### config.mk
export PLATFORM = sky130hd
export DESIGN_NAME = wb_queue
export DESIGN_NICKNAME = d
export VERILOG_FILES = /design/src/rtl/wb_queue.sv
export SDC_FILE = /design/constraint.sdc
export NUM_CORES = 1
export LEC_CHECK = 0
export ABC_AREA = 1
export CORE_ASPECT_RATIO = 1.1
export CORE_MARGIN = 8
export CORE_UTILIZATION = 42
export DETAILED_ROUTE_END_ITERATION = 8
export PLACE_DENSITY = 0.68
export REMOVE_ABC_BUFFERS = 1
export SLEW_MARGIN = 20
export SYNTH_ARGS = -nofsm -noshare
export SYNTH_HDL_FRONTEND = slang
export SYNTH_SLANG_ARGS = --single-unit
### constraint.sdc
create_clock -name Clk -period 4.9 [get_ports Clk]
set_input_delay 0.98 -clock Clk [delete_from_list [all_inputs] [get_ports Clk]]
set_output_delay 0.98 -clock Clk [all_outputs]
set_load 0.02 [all_outputs]
### src/rtl/wb_queue.sv
// Write-back queue: merges ALU and load results into one register-file write port, one retire per cycle.
// Define WB_QUEUE_FORWARD_EN to compile in read-port forwarding from pending entries.
module wb_queue #(
    parameter int W     = 8,
    parameter int DEPTH = 4
) (
    input  logic         Clk,
    input  logic         Reset_n,
    input  logic         AluValid,
    input  logic [3:0]   AluAddr,
    input  logic [W-1:0] AluData,
    input  logic         LdValid,
    input  logic [3:0]   LdAddr,
    input  logic [W-1:0] LdData,
    output logic         WriteEn,
    output logic [3:0]   Waddr,
    output logic [W-1:0] DataIn,
    output logic         Stall,
    output logic         Overflow,
    input  logic [3:0]   RaddrA,
    input  logic [3:0]   RaddrB,
    output logic         FwdHitA,
    output logic [W-1:0] FwdDataA,
    output logic         FwdHitB,
    output logic [W-1:0] FwdDataB
);

    localparam int PW = $clog2(DEPTH);
    localparam int CW = PW + 1;
    localparam logic [CW:0] DEPTH_W = (CW+1)'(DEPTH);
    localparam logic [CW:0] ONE     = (CW+1)'(1);
    localparam logic [CW:0] TWO     = (CW+1)'(2);

    typedef struct packed {
        logic [3:0]   addr;
        logic [W-1:0] data;
    } entry_t;

    entry_t          mem [DEPTH];
    logic [PW-1:0]   head_reg, tail_reg, head_next, tail_next, alu_slot;
    logic [CW-1:0]   count_reg, count_next;
    logic            overflow_reg, overflow_next;
    logic            pop, ld_accept, alu_accept;
    logic [CW:0]     free_slots;
    logic [1:0]      n_push;

    // Free slots include the slot vacated by this cycle's pop.
    always_comb begin
        pop        = (count_reg != '0);
        free_slots = DEPTH_W - {1'b0, count_reg} + (CW+1)'(pop);
        ld_accept  = LdValid && (free_slots >= ONE);
        alu_accept = AluValid && (free_slots >= (ld_accept ? TWO : ONE));
        n_push     = {1'b0, ld_accept} + {1'b0, alu_accept};
        alu_slot   = tail_reg + PW'(ld_accept);
        head_next  = head_reg + PW'(pop);
        tail_next  = tail_reg + PW'(n_push);
        count_next = count_reg - CW'(pop) + CW'(n_push);
        overflow_next = overflow_reg
                        || (LdValid && !ld_accept)
                        || (AluValid && !alu_accept);
    end

    always_ff @(posedge Clk or negedge Reset_n) begin
        if (!Reset_n) begin
            head_reg     <= '0;
            tail_reg     <= '0;
            count_reg    <= '0;
            overflow_reg <= 1'b0;
        end else begin
            head_reg     <= head_next;
            tail_reg     <= tail_next;
            count_reg    <= count_next;
            overflow_reg <= overflow_next;
        end
    end

    // Storage is not reset; entries outside the valid window are never observed.
    always_ff @(posedge Clk) begin
        if (ld_accept)
            mem[tail_reg] <= '{addr: LdAddr, data: LdData};
        if (alu_accept)
            mem[alu_slot] <= '{addr: AluAddr, data: AluData};
    end

    always_comb begin
        WriteEn  = pop;
        Waddr    = pop ? mem[head_reg].addr : 4'd0;
        DataIn   = pop ? mem[head_reg].data : '0;
        Stall    = (DEPTH_W - {1'b0, count_reg}) < TWO;
        Overflow = overflow_reg;
    end

`ifdef WB_QUEUE_FORWARD_EN
    logic [DEPTH-1:0] match_a, match_b;
    logic [W-1:0]     age_data [DEPTH];

    // Slot gi holds the gi-th oldest pending entry.
    genvar gi;
    generate
        for (gi = 0; gi < DEPTH; gi++) begin : g_age
            logic [PW-1:0] idx;
            logic          live;
            assign idx          = head_reg + PW'(gi);
            assign live         = CW'(gi) < count_reg;
            assign age_data[gi] = mem[idx].data;
            assign match_a[gi]  = live && (mem[idx].addr == RaddrA);
            assign match_b[gi]  = live && (mem[idx].addr == RaddrB);
        end
    endgenerate

    always_comb begin
        FwdHitA  = 1'b0;
        FwdDataA = '0;
        FwdHitB  = 1'b0;
        FwdDataB = '0;
        for (int i = 0; i < DEPTH; i++) begin
            if (match_a[i]) begin
                FwdHitA  = 1'b1;
                FwdDataA = age_data[i];
            end
            if (match_b[i]) begin
                FwdHitB  = 1'b1;
                FwdDataB = age_data[i];
            end
        end
    end
`else
    logic unused_raddr;
    assign unused_raddr = ^{RaddrA, RaddrB};
    assign FwdHitA  = 1'b0;
    assign FwdDataA = '0;
    assign FwdHitB  = 1'b0;
    assign FwdDataB = '0;
`endif

endmodule

Word-level counts from Yosys, hierarchy flattened
Memory sizes are Yosys's and may differ from the RTL's.
Cells that the tools add are included.
{"block": "word_totals", "inputBits": 36, "regBits": 8, "n_memories": 1, "ram_bits": 48, "wordCells": 32, "output_inout_bits": 33}
{"name": "mem", "words": 4, "word_bits": 12, "rd": 1, "rd_ports_with_merged_regs": 0, "wr": 2, "line": "39", "text": "entry_t mem [DEPTH];"}
{"block": "op_classes", "n_reduce_logical": 9, "add_sub_neg": 8, "mux": 7, "order_cmp": 3}
{"op": "two-way mux 8 bit", "count": 1}
{"op": "adder 2 x 1 -> 2 bit", "count": 2}
{"op": "adder 4 x 1 -> 4 bit", "count": 1}
{"op": "greater-or-equal comparator 4 x 1 -> 1 bit (second input constant)", "count": 1}
{"op": "greater-or-equal comparator 4 x 2 -> 1 bit", "count": 1}
{"op": "logical AND 1 bit", "count": 4}
{"op": "< comparator 4 x 2 -> 1 bit (second input constant)", "count": 1}
{"op": "two-way mux 1 bit", "count": 4}
{"op": "two-way mux 4 bit", "count": 1}
{"op": "subtractor 3 x 3 -> 4 bit (first input constant)", "count": 1}
{"op": "adder 3 x 2 -> 3 bit", "count": 1}
{"op": "nonzero test 3 bit", "count": 1}
{"op": "subtractor 3 x 1 -> 3 bit", "count": 1}
{"op": "adder 1 x 1 -> 2 bit", "count": 1}
{"op": "adder 2 bit", "count": 1}
{"op": "zero test 1 bit", "count": 2}
{"op": "logical OR 1 bit", "count": 2}
{"op": "two-way mux 2 bit", "count": 1}

Logic depth before layout (Yosys ltp)
Gate-level depths: netlist (run 1).
{"block": "depth", "depth_word": 10, "depth_mapped": 27}

Least setup slack after synthesis (run 1)
No wires, ideal clock.
{"block": "synth_timing", "path_type": "register to register", "start": "register count_reg[0]", "end": "register count_reg[2]", "t_required_ns": 4.777, "stages_incl_launch_ff": 26, "arrival_ns": 4.564, "setup_time_ns": 0.123, "slack_ns": 0.214, "path_buffers": 2, "path_cell_list": "dfrtp_1 inv_1 ha_1 ha_1 clkbuf_1 inv_1 ha_1 xor2_1 or2_2 nor2_1 nor2_2 inv_1 ha_1 inv_1 nand2_1 a21oi_1 nand4_4 buf_6 and2_1 ha_1 inv_1 ha_1 inv_1 ha_1 fa_1 xnor2_1"}
{"block": "synth_via", "elab_chain_len": 9}
{"item": "start: declaration", "line": "41", "text": "logic [CW-1:0] count_reg, count_next;"}
{"item": "start signal: assignment", "line": "72", "text": "count_reg <= count_next;"}
{"item": "nonzero test 3 bit *", "line": "49", "text": "pop = (count_reg != '0);"}
{"item": "net WriteEn", "line": "15", "text": "output logic WriteEn,"}
{"item": "adder 4 x 1 -> 4 bit", "line": "50", "text": "free_slots = DEPTH_W - {1'b0, count_reg} + (CW+1)'(pop);"}
{"item": "greater-or-equal comparator 4 x 1 -> 1 bit", "line": "51", "text": "ld_accept = LdValid && (free_slots >= ONE);"}
{"item": "logical AND 1 bit", "line": "51"}
{"item": "two-way mux 2 bit", "line": "52", "text": "alu_accept = AluValid && (free_slots >= (ld_accept ? TWO : ONE));"}
{"item": "greater-or-equal comparator 4 x 2 -> 1 bit", "line": "52"}
{"item": "logical AND 1 bit", "line": "52"}
{"item": "adder 1 x 1 -> 2 bit", "line": "53", "text": "n_push = {1'b0, ld_accept} + {1'b0, alu_accept};"}
{"item": "adder 3 x 2 -> 3 bit *", "line": "57", "text": "count_next = count_reg - CW'(pop) + CW'(n_push);"}
{"item": "net count_next[2]", "line": "41"}
The timed path passes the listed nets; every way through them passes the cells marked *.

==> out/results.ini, run 1 <==
[timing]
tightest_slew_ns=0.988
drv_slew=0
clock_skew_ns=0.00788
finalSetupViolations=0
setup_tns_ns=0
rsz0062_at_grt=no
fin_crit_sh_pct=92.4
fin_crit_ns=4.53
final_hold_viol_count=0
relSlewSlack_pct=34.1
timing.fmax_mhz=221

[clock_network]
cts_resized=0
cts_tree=done
cts_buffers=5
clk_path_buf_depth=2
clock_sinks=56
cts_hold_buf=0
cts_root_buf=clkbuf_8
clkTransAtPathRegs_ns=0.10
h-tree-depth=2
clock_latency_ns=0.31
post_cts_buffers=0

[layout]
diodes=0
final_common_cell=nand2_1
mostFrequentLayoutCells=nand2_1, nor2_1, nand4_1, edfxtp_1, clkdlybuf4s50_1
synthToLayoutAreaGrowth_pct=14.1
largest_reg_flops=48
fill_cells=789
drive_gt1_share_pct=7.67
final_nets=492

[setup_path]
ff2ff_setup_slack_ns=0.37
cp_data_arrival_time_ns=4.48
slowest_stage=nand2_1
critPathLaunch=count_reg[0]
critPathKind=register to register
crit_chain=inv_1 -> ha_1 -> ha_1 -> inv_1 -> ha_1 -> nand2_1 -> nor2_1 -> nand2_1 -> nand3_1 -> nor2_1 -> nor2_2 -> inv_1 -> ha_1 -> inv_1 -> nand2_1 -> a21oi_1 -> nand4_4 -> buf_4 -> nand3_2 -> nand2_1
cp_max_fo=52
ff2ff_path_depth=20
cp-end-kind=register
reg2reg_from=count_reg[0]
worstSetupEndpoint=mem[2][6]
cpPeakStageDelay_ns=0.61
cp.required_ns=4.85
r2r-end=mem[2][6]
startpoint_type=register

[die]
core_um2=8280
design.die.area_um2=11600
initial_utilization_pct=42.5
rows=35
die_w_um=103
die_y_um=112
io_pins=69

[synthesis]
synthDistinctLibCells=29
syn_area_per_cell_um2=8.51
synth_area_um2=3520
ys_warn_count=0
synthCells=413
ys_seq_elements=56
seq_area_frac_synth_pct=46.7

[route]
drt_wl_total_um=8720
vias_per_cell=5.12
ant_nets=0
dr_total_vias=2839
drc=0
wl_per_cell_um=15.7
drt_first_pass_iters=4
drt_iter0_drc=174

[placed_design]
gp_congestion=0.797
post-dp-hpwl_um=5640
port_buffers=42

[hold_path]
worstHoldPathType=register to register

[global_routing]
antenna_found_initial=0
grt_start_max_net_pins=55
grt_util_met3_pct=2.56
grt.overflow.total=0
gr-usage-met2_pct=26.4
busiest_layer=met2
grt_pass1_wl_um=13500
use_met1_pct=17.5
grtUsageTotal_pct=15.1
grt_pass1_vias=2744

[flow_run]
drv_cap=0

[outcome]
outcome=completed

==> area by class of cell <==
type	instances	area (um2)	area share (%)
Inverter	20	75.1	1.87
Sequential cell	56	1640	40.9
Timing Repair Buffer	50	475	11.9
Clock buffer	5	68.8	1.72
Multi-Input combinational cell	309	1590	39.6
Tap cell	111	139	3.46
Clock inverter	3	21.3	0.530
==> worst min path at each step <==
stage | startpoint | cells past startpoint | slack (ns) | endpoint
CTS | Overflow | 1 | 0.49 | Overflow
floorplan | tail_reg[0] | 1 | 0.57 | tail_reg[0]
global placement | Overflow | 1 | 0.46 | Overflow
detailed placement | Overflow | 1 | 0.46 | Overflow
global route | Overflow | 1 | 0.54 | Overflow
finish | Overflow | 1 | 0.49 | Overflow
==> logic make-up (layout without fill, tap and decap cells) <==
group	after synthesis	in the layout	synth area share [%]
other	1	18	0.107
AO/OA/AOI/OAI	38	38	5.41
AND/OR/NAND/NOR	231	231	30.1
adder cells (fa/ha/maj)	14	14	5.20
flip-flops	56	56	46.7
buffers and inverters	65	78	10.0
XOR/XNOR	8	8	2.42
==> cell usage after synthesis, drive strengths merged <==
| master | count | share of area, % |
|---|---|---|
| inv | 20 | 2.1 |
| dfrtp | 8 | 5.7 |
| nand3b | 3 | 0.64 |
| clkbuf | 11 | 1.2 |
| conb | 1 | 0.11 |
| ha | 13 | 4.6 |
| xnor2 | 4 | 1.2 |
| or2 | 1 | 0.18 |
| o21ai | 25 | 3.6 |
| a21oi | 13 | 1.9 |
| edfxtp | 48 | 41 |
| nor2 | 61 | 6.9 |
| nand2 | 111 | 12 |
| and2 | 1 | 0.18 |
| buf | 34 | 6.7 |
| xor2 | 4 | 1.2 |
| nand4 | 49 | 9.1 |
| fa | 1 | 0.57 |
| nand3 | 5 | 1.3 |
==> through the flow <==
step           util (%)  instances  cell area (um2)  setup WS, ns  hold slack [ns]
6_report           48.5        554             4010         0.374            0.490
3_5_place_dp       47.3        546             3920         0.283            0.463
3_3_place_gp       47.3        546             3920         0.411            0.455
5_1_grt            48.5        554             4010       0.00491            0.537
2_1_floorplan         -        385             3300        0.0216            0.568
4_1_cts            48.4        554             4010         0.271            0.487
==> layer usage <==
metal	share of wire [%]	routed length, um
met4	1.4	125
met5	0	0
met3	7.7	674
met2	51	4490
met1	39	3430
==> worst max-delay path: cells and delay by family (launching register included) <==
kind,cells,cell delay [ns]
simple gates,10,1.86
fa+ha+maj,4,0.91
buf+inv,5,0.83
flops,1,0.45
compound gates,1,0.10
Power of run 1 is left out: the tool's default activity adds up to more than one toggle a clock period on the data nets, which glitch-free logic cannot reach.
==> run 2, diff against run 1 <==
GPL_ROUTABILITY_DRIVEN = 0   (was default)
HOLD_SLACK_MARGIN = 0.06   (was default)
clock period = 4.5 ns   (was 4.9 ns; I/O delays follow)
==> out/results.ini, run 2 (synthesis results as in run 1) <==
[outcome]
outcome=completed

[placed_design]
post-dp-hpwl_um=5690  ; +0.75%
port_buffers=42  ; unchanged
place_area_um2=3950  ; +0.96%
post-place-ws_ns=0.0609  ; -0.222 ns

[layout]
largest_reg_flops=48  ; unchanged
final_core_util_pct=49.4  ; +0.94 points
final_cell_area_um2=4090  ; +1.9%
diodes=0  ; unchanged
fill_cells=759  ; -3.8%
mostFrequentLayoutCells=nand2_1, nor2_1, nand4_1, edfxtp_1, clkdlybuf4s50_1
final_common_cell=nand2_1
synthToLayoutAreaGrowth_pct=16.3
drive_gt1_share_pct=9.13  ; +1.5 points
final_nets=498  ; +1.2%

[global_routing]
grt.overflow.total=0  ; unchanged
grtUsageTotal_pct=15.5  ; +0.38 points
gr-usage-met2_pct=28.7  ; +2.3 points
grt_pass1_vias=2921  ; +6.5%
grt_util_met3_pct=2.43  ; -0.12 points
grt_start_max_net_pins=54  ; -1.8%
use_met1_pct=16.4  ; -1.1 points
busiest_layer=met2
grt_pass1_wl_um=13700  ; +2.1%
antenna_found_initial=0  ; unchanged

[setup_path]
cp_max_fo=6  ; -88%
cp.required_ns=4.70  ; -0.15 ns
startpoint_type=register
cp_data_arrival_time_ns=4.42  ; -0.06 ns
cp-end-kind=register
critPathKind=register to register

[timing]
setup_slack_ns=0.272  ; -0.101 ns
finalSetupViolations=0  ; unchanged
fin_crit_sh_pct=93.9  ; +1.6 points
clock_skew_ns=0.00959  ; +0.00171 ns
timing.fmax_mhz=237  ; +7.1%
tightest_slew_ns=0.695  ; -0.292 ns
fin_crit_ns=4.23  ; -0.299 ns
drv_slew=0  ; unchanged
final_hold_viol_count=0  ; unchanged
timing.hold.ws_ns=0.484  ; -0.00517 ns
relSlewSlack_pct=53.5  ; +19 points

[route]
drt_first_pass_iters=4  ; unchanged
vias_per_cell=5.27  ; +2.9%
drt_iter0_drc=150  ; -14%
wl_per_cell_um=15.6  ; -0.75%
dr_total_vias=2953  ; +4.0%
drt_wl_total_um=8740  ; +0.32%
drc=0  ; unchanged
ant_nets=0  ; unchanged

[die]
io_pins=69  ; unchanged
initial_utilization_pct=42.5  ; unchanged
die_w_um=103  ; unchanged
die_y_um=112  ; unchanged
design.die.area_um2=11600  ; unchanged
core_um2=8280  ; unchanged
rows=35  ; unchanged

[clock_network]
cts_hold_buf=0  ; unchanged
clock_sinks=56  ; unchanged
cts_root_buf=clkbuf_8
cts_buffers=5  ; unchanged
clkTransAtPathRegs_ns=0.10  ; about the same
clock_latency_ns=0.31  ; about the same
clk_path_buf_depth=2  ; unchanged
cts_tree=done
h-tree-depth=2  ; unchanged

[flow_run]
drv_cap=0  ; unchanged

[hold_path]
worstHoldPathType=register to register

==> run 2: per-layer routing <==
layer	share of wire, %	vias to the layer above
li1	-	1436
met1	38	1391
met2	53	98
met3	5.6	28
met4	2.9	0
met5	0	-
==> run 2: final cells by class <==
class | count | area (um2) | area share, %
Sequential cell | 56 | 1640 | 40.2
Multi-Input combinational cell | 309 | 1600 | 39.0
Timing Repair Buffer | 56 | 520 | 12.7
Tap cell | 111 | 139 | 3.40
Inverter | 20 | 75.1 | 1.84
Clock buffer | 5 | 68.8 | 1.68
Clock inverter | 3 | 46.3 | 1.13
==> run 2: timing repair <==
action / in CTS / in global routing
resized for setup: 0 / 4
setup buffers: 0 / 1
setup endpoints to repair: 0 / 18
==> run 2: per-stage QoR <==
step	setup TNS [ns]	cells
floorplan	-0.688	385
global placement	0	551
detailed placement	0	551
CTS	0	559
global route	-0.0243	560
finish	0	560
==> run 2: worst paths after layout <==
path	endpoint	start	cells past startpoint	slack (ns)
max in group asynchronous	count_reg[0]	Reset_n	1	3.33
max	count_reg[2]	count_reg[0]	22	0.27
max reg2reg	count_reg[2]	count_reg[0]	22	0.27
min	Overflow	Overflow	1	0.48
min in group asynchronous	Overflow	Reset_n	1	0.86
min reg2reg	Overflow	Overflow	1	0.48
==> run 2: worst max-delay path: stages (launching register included) <==
cell and delay [ns]:
dfrtp_2 0.43, inv_1 0.06, ha_1 0.20, ha_1 0.20, inv_1 0.15, ha_2 0.30, or2_2 0.29, nor2_1 0.22
nor2_4 0.06, inv_1 0.09, ha_1 0.23, inv_1 0.05, nand2_1 0.06, a21oi_2 0.20, nand4_4 0.10, and2_1 0.16
ha_1 0.29, inv_1 0.05, ha_1 0.26, inv_1 0.04, ha_1 0.18, fa_1 0.38, xnor2_1 0.13
Power of run 2 is left out for the same reason.
